## config.mk

```make
export PLATFORM = sky130hd
export DESIGN_NAME = pc_branch_unit
export DESIGN_NICKNAME = d
export VERILOG_FILES = /design/src/rtl/pc_branch_unit.sv
export SDC_FILE = /design/constraint.sdc
export NUM_CORES = 1
export LEC_CHECK = 0
export ABC_AREA = 1
export BUFFER_PORTS_ARGS = -buffer_cell sky130_fd_sc_hd__buf_4
export CAP_MARGIN = 40
export CORE_MARGIN = 2
export CORE_UTILIZATION = 47
export DETAILED_ROUTE_END_ITERATION = 10
export PLACE_DENSITY = 0.69
export SYNTH_ARGS = -nofsm -noshare
export SYNTH_HDL_FRONTEND = slang
export SYNTH_SLANG_ARGS = --single-unit
```

## constraint.sdc

```tcl
create_clock -name clk -period 2.9 [get_ports clk]
set_clock_uncertainty 0.05 [all_clocks]
set_input_delay 0.29 -clock clk [delete_from_list [all_inputs] [get_ports clk]]
set_output_delay 0.29 -clock clk [all_outputs]
set_load 0.05 [all_outputs]
```

## src/rtl/pc_branch_unit.sv

```systemverilog
// pc_branch_unit: per-thread next-PC computation, NZP flag register and
// CALL/RET return-address stack for one compute-core thread.
//
// Ports:
//   clk, reset                 clock and synchronous active-high reset
//   core_state                 core FSM state (EXECUTE=3'b101, UPDATE=3'b110)
//   decoded_nzp                branch condition mask {N,Z,P}
//   decoded_immediate          branch/call target or signed relative offset
//   decoded_nzp_write_enable   latch alu_out[2:0] into NZP during UPDATE
//   decoded_pc_mux             conditional branch instruction
//   decoded_pc_rel             relative (1) or absolute (0) branch target
//   decoded_call / decoded_ret CALL (push + absolute jump) / RET (pop)
//   alu_out                    ALU result, [2:0] = {N,Z,P}
//   current_pc                 PC of the instruction in flight
//   next_pc                    PC of the following instruction
//   stack_depth                valid return-stack entries
//   stack_overflow/underflow   sticky error flags, cleared only by reset
//   branch_taken_count         redirect counter (only with PC_BRANCH_CNT_EN)
//
// Optional feature macro: PC_BRANCH_CNT_EN

module pc_branch_unit #(
    parameter int DATA_MEM_DATA_BITS    = 8,
    parameter int PROGRAM_MEM_ADDR_BITS = 8,
    parameter int STACK_DEPTH           = 4,
    localparam int SP_BITS = $clog2(STACK_DEPTH + 1)
) (
    input  logic                             clk,
    input  logic                             reset,
    input  logic [2:0]                       core_state,
    input  logic [2:0]                       decoded_nzp,
    input  logic [DATA_MEM_DATA_BITS-1:0]    decoded_immediate,
    input  logic                             decoded_nzp_write_enable,
    input  logic                             decoded_pc_mux,
    input  logic                             decoded_pc_rel,
    input  logic                             decoded_call,
    input  logic                             decoded_ret,
    input  logic [DATA_MEM_DATA_BITS-1:0]    alu_out,
    input  logic [PROGRAM_MEM_ADDR_BITS-1:0] current_pc,
    output logic [PROGRAM_MEM_ADDR_BITS-1:0] next_pc,
    output logic [SP_BITS-1:0]               stack_depth,
    output logic                             stack_overflow,
`ifdef PC_BRANCH_CNT_EN
    output logic                             stack_underflow,
    output logic [15:0]                      branch_taken_count
`else
    output logic                             stack_underflow
`endif
);

    localparam int PMAB = PROGRAM_MEM_ADDR_BITS;
    localparam int DMDB = DATA_MEM_DATA_BITS;
    localparam int IDX_BITS = (STACK_DEPTH > 1) ? $clog2(STACK_DEPTH) : 1;
    localparam int ENTRIES = 2 ** IDX_BITS;

    localparam logic [2:0] ST_EXECUTE = 3'b101;
    localparam logic [2:0] ST_UPDATE  = 3'b110;

    localparam logic [SP_BITS-1:0] SP_ONE  = SP_BITS'(1);
    localparam logic [SP_BITS-1:0] SP_ZERO = '0;
    localparam logic [SP_BITS-1:0] SP_FULL = SP_BITS'(STACK_DEPTH);
    localparam logic [PMAB-1:0]    PC_ONE  = PMAB'(1);

    logic [PMAB-1:0]    pc_q, pc_d;
    logic [2:0]         nzp_q;
    logic [SP_BITS-1:0] sp_q, sp_d;
    logic               ovf_q, ovf_d;
    logic               unf_q, unf_d;
    logic               push;
    logic               redirect;

    // Array is rounded up to a power of two so the index width matches
    // exactly; entries at or above STACK_DEPTH are never written.
    logic [PMAB-1:0]     stack_q [ENTRIES];
    logic [IDX_BITS-1:0] push_idx;
    logic [IDX_BITS-1:0] pop_idx;

    logic [PMAB-1:0] seq;
    logic [PMAB-1:0] imm_abs;
    logic [PMAB-1:0] imm_sext;
    logic [PMAB-1:0] rel_tgt;

    logic is_exec;
    logic is_upd;

    // Only alu_out[2:0] is meaningful here; wider immediates are truncated.
    logic unused_bits;
    assign unused_bits = ^{alu_out, decoded_immediate};

    assign is_exec = (core_state == ST_EXECUTE);
    assign is_upd  = (core_state == ST_UPDATE);

    assign seq      = current_pc + PC_ONE;
    assign push_idx = sp_q[IDX_BITS-1:0];
    assign pop_idx  = IDX_BITS'(sp_q - SP_ONE);

    generate
        if (DMDB >= PMAB) begin : g_imm_trunc
            // Truncation is exact for modulo-2^PMAB arithmetic.
            assign imm_abs  = decoded_immediate[PMAB-1:0];
            assign imm_sext = decoded_immediate[PMAB-1:0];
        end else begin : g_imm_ext
            assign imm_abs  = {{(PMAB-DMDB){1'b0}}, decoded_immediate};
            assign imm_sext = {{(PMAB-DMDB){decoded_immediate[DMDB-1]}},
                               decoded_immediate};
        end
    endgenerate

    assign rel_tgt = seq + imm_sext;

    // One action per EXECUTE, priority RET > CALL > branch > sequential.
    always_comb begin
        pc_d     = pc_q;
        sp_d     = sp_q;
        ovf_d    = ovf_q;
        unf_d    = unf_q;
        push     = 1'b0;
        redirect = 1'b0;
        if (is_exec) begin
            if (decoded_ret) begin
                if (sp_q == SP_ZERO) begin
                    pc_d  = seq;
                    unf_d = 1'b1;
                end else begin
                    pc_d     = stack_q[pop_idx];
                    sp_d     = sp_q - SP_ONE;
                    redirect = 1'b1;
                end
            end else if (decoded_call) begin
                if (sp_q == SP_FULL) begin
                    pc_d  = seq;
                    ovf_d = 1'b1;
                end else begin
                    pc_d     = imm_abs;
                    sp_d     = sp_q + SP_ONE;
                    push     = 1'b1;
                    redirect = 1'b1;
                end
            end else if (decoded_pc_mux) begin
                if ((nzp_q & decoded_nzp) != 3'b000) begin
                    pc_d     = decoded_pc_rel ? rel_tgt : imm_abs;
                    redirect = 1'b1;
                end else begin
                    pc_d = seq;
                end
            end else begin
                pc_d = seq;
            end
        end
    end

    always_ff @(posedge clk) begin
        if (reset) begin
            pc_q  <= '0;
            nzp_q <= 3'b000;
            sp_q  <= '0;
            ovf_q <= 1'b0;
            unf_q <= 1'b0;
        end else begin
            pc_q  <= pc_d;
            sp_q  <= sp_d;
            ovf_q <= ovf_d;
            unf_q <= unf_d;
            if (is_upd && decoded_nzp_write_enable) begin
                nzp_q <= alu_out[2:0];
            end
        end
    end

    // Stack contents need no reset; depth alone defines validity.
    always_ff @(posedge clk) begin
        if (!reset && push) begin
            stack_q[push_idx] <= seq;
        end
    end

`ifdef PC_BRANCH_CNT_EN
    logic [15:0] cnt_q;

    always_ff @(posedge clk) begin
        if (reset) begin
            cnt_q <= 16'h0000;
        end else if (redirect && cnt_q != 16'hFFFF) begin
            cnt_q <= cnt_q + 16'd1;
        end
    end

    assign branch_taken_count = cnt_q;
`else
    logic unused_redirect;
    assign unused_redirect = redirect;
`endif

    assign next_pc         = pc_q;
    assign stack_depth     = sp_q;
    assign stack_overflow  = ovf_q;
    assign stack_underflow = unf_q;

endmodule

```

Word-level counts from Yosys, hierarchy flattened --
Memories as Yosys holds them, arrays and structs flattened. Cells that the tools add are included. Widths: inputs -> output; s select.
Storage, ports and cells: bits in latches 0, output and inout bits 13, memories kept 1, logic and storage cells 43, memory bits (writable) 32, bits in read-only memories 0, register bits 16
Operators by class: reductions and logical operators 9, order comparisons 0, div/mod/pow operators 0, shift operators 0, equality and inequality tests 5, multipliers 0, mux-type cells 17, bitwise gates (word level) 2, $add $sub $neg 4
Memory list:
- stack_q | words 4, bits a word 8, read ports 1, clocked after memory_dff 0, write ports 1, line 74 | logic [PMAB-1:0] stack_q [ENTRIES];
Operators with widths (number):
- $mux 8 | 7
- $mux 3 | 4
- $eq 3x3->1 const B | 3
- $add 8x1->8 const B | 1
- $add 8x8->8 | 1
- $reduce_and 4->1 | 2
- $mux 1 | 6
- $ne 2x2->1 const B | 2
- $add 3x1->3 const B | 1
- $and 3x3->3 | 1
- $logic_not 3->1 | 1
- $reduce_and 3->1 | 1
- $reduce_bool 3->1 | 1
- $sub 3x1->3 const B | 1
- $logic_and 1x1->1 | 2
- $reduce_bool 2->1 | 1
- $logic_not 1->1 | 1
- $not 1->1 | 1

Longest topological paths before layout --
depth in word-level cells 8, depth in mapped cells 18, gate-level depth less buffers 18

Worst setup path after synthesis --
OpenSTA, ideal clock, no wires.
path kind flip-flop to flip-flop, from register sp_q[0] (netlist: stack_depth[0]), to memory stack_q[1][0] (netlist bit) (enable), setup slack 392 ps, setup time 371 ps, data required time 2479 ps, stages on the path, launching flop included 8, data arrival time 2088 ps, buffers on the path 2, cell sequence dfxtp_1 -> buf_2 -> inv_2 -> buf_4 -> ha_1 -> nand2_1 -> nand4_1 -> nor2_1
On the way: cells in the longest elaborated chain, start to end 8
Ends and longest elaborated chain:
- start: declaration | line 66 | logic [SP_BITS-1:0] sp_q, sp_d;
- start signal: assignment | line 161 | sp_q <= sp_d;
- $eq 3x3->1 | line 130 | if (sp_q == SP_FULL) begin
- $mux 1 | line 130
- $mux 1 | line 129 | end else if (decoded_call) begin
- $mux 1 | line 120 | if (decoded_ret) begin
- $mux 1 | line 119 | if (is_exec) begin
- $logic_and 1x1->1 | line 172 | if (!reset && push) begin
- $mux 1 | line 172
- $mux 1 (not written as such) | line 173 | stack_q[push_idx] <= seq;
- end: declaration | line 74
Several ways; a longest one is shown, not always the timed one.

Worst setup path in the final report --
from input current_pc[0], to register pc_q[7] (netlist: next_pc[7])
On the way: cells in the longest elaborated chain, start to end 7, elaborated cells between the ends (all ways) 9, classes of those cells add/sub: 2; mux: 7
Ends and longest elaborated chain:
- start: declaration | line 39 | input logic [PROGRAM_MEM_ADDR_BITS-1:0] current_pc,
- $add 8x1->8 | line 93 | assign seq = current_pc + PC_ONE;
- named net seq[6] | line 78 | logic [PMAB-1:0] seq;
- $add 8x8->8 | line 109 | assign rel_tgt = seq + imm_sext;
- $mux 8 | line 141 | pc_d = decoded_pc_rel ? rel_tgt : imm_abs;
- $mux 8 | line 140 | if ((nzp_q & decoded_nzp) != 3'b000) begin
- $mux 8 | line 139 | end else if (decoded_pc_mux) begin
- $mux 8 | line 129
- $mux 8 | line 120
- end signal: assignment | line 160 | pc_q <= pc_d;
- end: declaration | line 64 | logic [PMAB-1:0] pc_q, pc_d;
The timed path passes the listed nets, and every way through them passes these cells. A chain may end at the register's enable or synchronous reset.

==> flow_metrics.tcl <==
set metrics [dict create \
    finalHoldViolations 0 \
    worst_pin_slew_ps 387 \
    first_pass_iters 4 \
    cts-htree-levels 2 \
    synthesis.nets 389 \
    coreArea_mm2 0.00585 \
    multi_input_area_mm2 0.00132 \
    cts_buffers 5 \
    power_density_mw_per_mm2 425 \
    fin_tns_setup_ps 0 \
    synth_cell_type_count 34 \
    critical-path-slowest-cell "ha_1" \
    holdBufCountCts 0 \
    grt_max_degree 21 \
    power_leakage_nw 1.47 \
    drtAntennaViolNets 0 \
    worstPathCellList "buf_4 -> ha_1 -> nand2_1 -> inv_1 -> nand4_1 -> xor2_1 -> inv_1 -> ha_1 -> nand2_1 -> nor2_1 -> inv_1 -> nor2_1 -> nor2_1 -> nand2_1 -> nand3_1 -> nand2_1 -> nand3_1 -> nand2_1 -> a21oi_1" \
    routed_wl_um 6450 \
    timing.final.max_slew_violations 0 \
    ys_seq_elements 48 \
    synth_top_cell_area_share 0.343 \
    clk_pin_slew_ps 80 \
    outcome "finished clean" \
    max_clock_freq_ghz 0.450 \
    irDropWorstVdd_mv 0.194 \
    diodes 0 \
    hold_start "reset" \
    drc 0 \
    avgSynthCellArea_um2 8.31 \
    rr_worst_depth 8 \
    portBuffers 44 \
    finalSetupViolCount 0 \
    fin_crit_ps 2220 \
    dieArea_mm2 0.00659 \
    cts_tree "built" \
    n_fill_cell 541 \
    ioPinCount 50 \
    critPathMostFrequentCell "nand2_1" \
    grt_pass1_vias 2194 \
    rsz0062_at_grt "no" \
    nets 444 \
    post-synth-top-area-cell "edfxtp_1" \
    synth_area_mm2 0.00280 \
    cap_violations 0 \
    pre_cts_ws_ps 373 \
    areaGrowthSynthToFinish_pct 19.9 \
    cts_root_buffer "clkbuf_8" \
    arrival_ps 2350 \
    antenna_found_initial 0 \
    initial_core_util 0.479 \
    vias 2382 \
    clockBufferDepth 2 \
    hold_class "in -> reg" \
    crit_type "in -> reg" \
    gp_congestion 0.864 \
    die_w_um 81.2 \
    cp.required_ps 3030 \
    ctsResizeCount 0 \
    crit_start "current_pc[0]" \
    fp-row-count 28 \
    grt_pass1_wl_um 10700 \
    grt_use_total 0.214 \
    netlist_instances 337 \
    min_delay_path_depth 2 \
    regArea_mm2 0.00128 \
    fp.dieH_um 81.2 \
    slowest_delay_ps 350 \
    ys_seq_area_frac 0.457 \
    endpoint_kind "flip-flop" \
    drive_gt1_frac 0.204 \
    cts_sinks 48 \
    wire_per_inst_um 13.8 \
    yosys_warnings 0 \
    min_period_over_period 0.766 \
    drt-initial-drc-count 138 \
    start_kind "input port" \
    r2r_start "stack_depth[1]$_SDFFE_PP0P_" \
    insertion_delay_ps 290 \
    cp_max_fo 6 \
    dp_hpwl_um 5020 \
    vias_per_cell 5.09 \
    fin_ws_ps 678 \
    post_cts_buffers 0 \
    grt-ovfl-total 0 \
    maxSlewHeadroom 0.742 \
    synth_top_cells_by_area "edfxtp_1, dfxtp_1, nand2_1, ha_1, o21ai_0" \
]
registers in the layout, indices dropped and copies added, names as in the netlist:
signal	cells
next_pc	8
stack_q	32
nzp_q	3
stack_overflow	1
stack_depth	3
stack_underflow	1
per-layer routing:
metal	part of all wire	vias up	routed length, µm	global-route usage
met1	0.45	1071	2890	0.306
met3	0.045	2	288	0.0300
met2	0.50	53	3240	0.342
met4	0.0050	0	32	0.0559
met5	0	-	0	0
li1	-	1256	-	-
cell type report:
class / count / share of cell area
tap: 75 / 0.0279
timing repair buffer: 55 / 0.123
inverter: 43 / 0.0480
clock inverter: 3 / 0.00559
sequential: 48 / 0.381
multi-input combinational: 239 / 0.394
clock buffer: 5 / 0.0205
critical path, delay by kind of cell:
| family | cells | cell delay (ps) |
|---|---|---|
| xor gates and xnor gates | 1 | 190 |
| and+or+nand+nor | 11 | 900 |
| buffers and inverters | 4 | 370 |
| AOI/OAI and AO/OA | 1 | 50 |
| adders and majority gates | 2 | 550 |
kinds of logic (layout without fill, tap and decap cells):
| family | Yosys count | count (layout) | share of synthesized area |
|---|---|---|---|
| compound gates | 80 | 80 | 0.167 |
| xor+xnor | 8 | 8 | 0.0250 |
| flops | 48 | 48 | 0.457 |
| simple gates | 136 | 136 | 0.210 |
| fa+ha+maj | 15 | 15 | 0.0697 |
| buf+inv | 50 | 106 | 0.0706 |
per-stage QoR:
stage / area [µm²] / utilization / power [mW] / hold slack (ps) / instances
2_1_floorplan: 2800 / - / 0.953 / 312 / 337
3_3_place_gp: 3270 / 0.559 / 1.06 / 404 / 460
3_5_place_dp: 3270 / 0.559 / 1.06 / 416 / 460
4_1_cts: 3360 / 0.574 / 1.44 / 122 / 468
5_1_grt: 3360 / 0.574 / 1.51 / 119 / 468
6_report: 3360 / 0.574 / 1.43 / 129 / 468
worst paths after layout:
path                                                     end  slack (ps)
worst max-delay path                 next_pc[7]$_SDFFE_PP0N_         680
worst min register to register  stack_underflow$_SDFFE_PP0P_         430
worst max register to register       next_pc[5]$_SDFFE_PP0N_         960
worst min-delay path            stack_underflow$_SDFFE_PP0P_         130
report_power, final:
group	total, mW	internal [mW]	switching, mW
Combinational	0.298	0.113	0.185
Sequential	0.746	0.741	0.00563
Clock	0.383	0.168	0.214
Total	1.43	1.02	0.405
cells in the mapped netlist (all sizes together):
cell    count
inv        43
o21ai      39
buf         6
a41oi       1
a31oi       7
a211oi      4
xnor2       2
nor4        1
clkbuf      1
fa          1
a21oi      16
nor2       48
o21bai      1
xor2        6
ha         14
o211ai      6
a311oi      1
or2         1
and3        1
a21o        1
edfxtp     32
nand3      19
nand2      63
dfxtp      16
nand4       3
o22ai       4
placed cells by master, fill, tap and decap left out, types with 4 or more instances in the layout:
cell type   n
buf_4      55
a31oi_1     7
edfxtp_1   32
nor2_1     43
a21oi_1    16
dfxtp_1    16
nand3_1    19
nand2_1    60
inv_1      37
o21ai_0    33
ha_1       14
xor2_1      6
clkbuf_8    5
a211oi_1    4
inv_2       6
o211ai_1    5
o21ai_1     5
nor2_2      4
o22ai_1     4
Note: power is estimated with default switching activity, not from simulation.
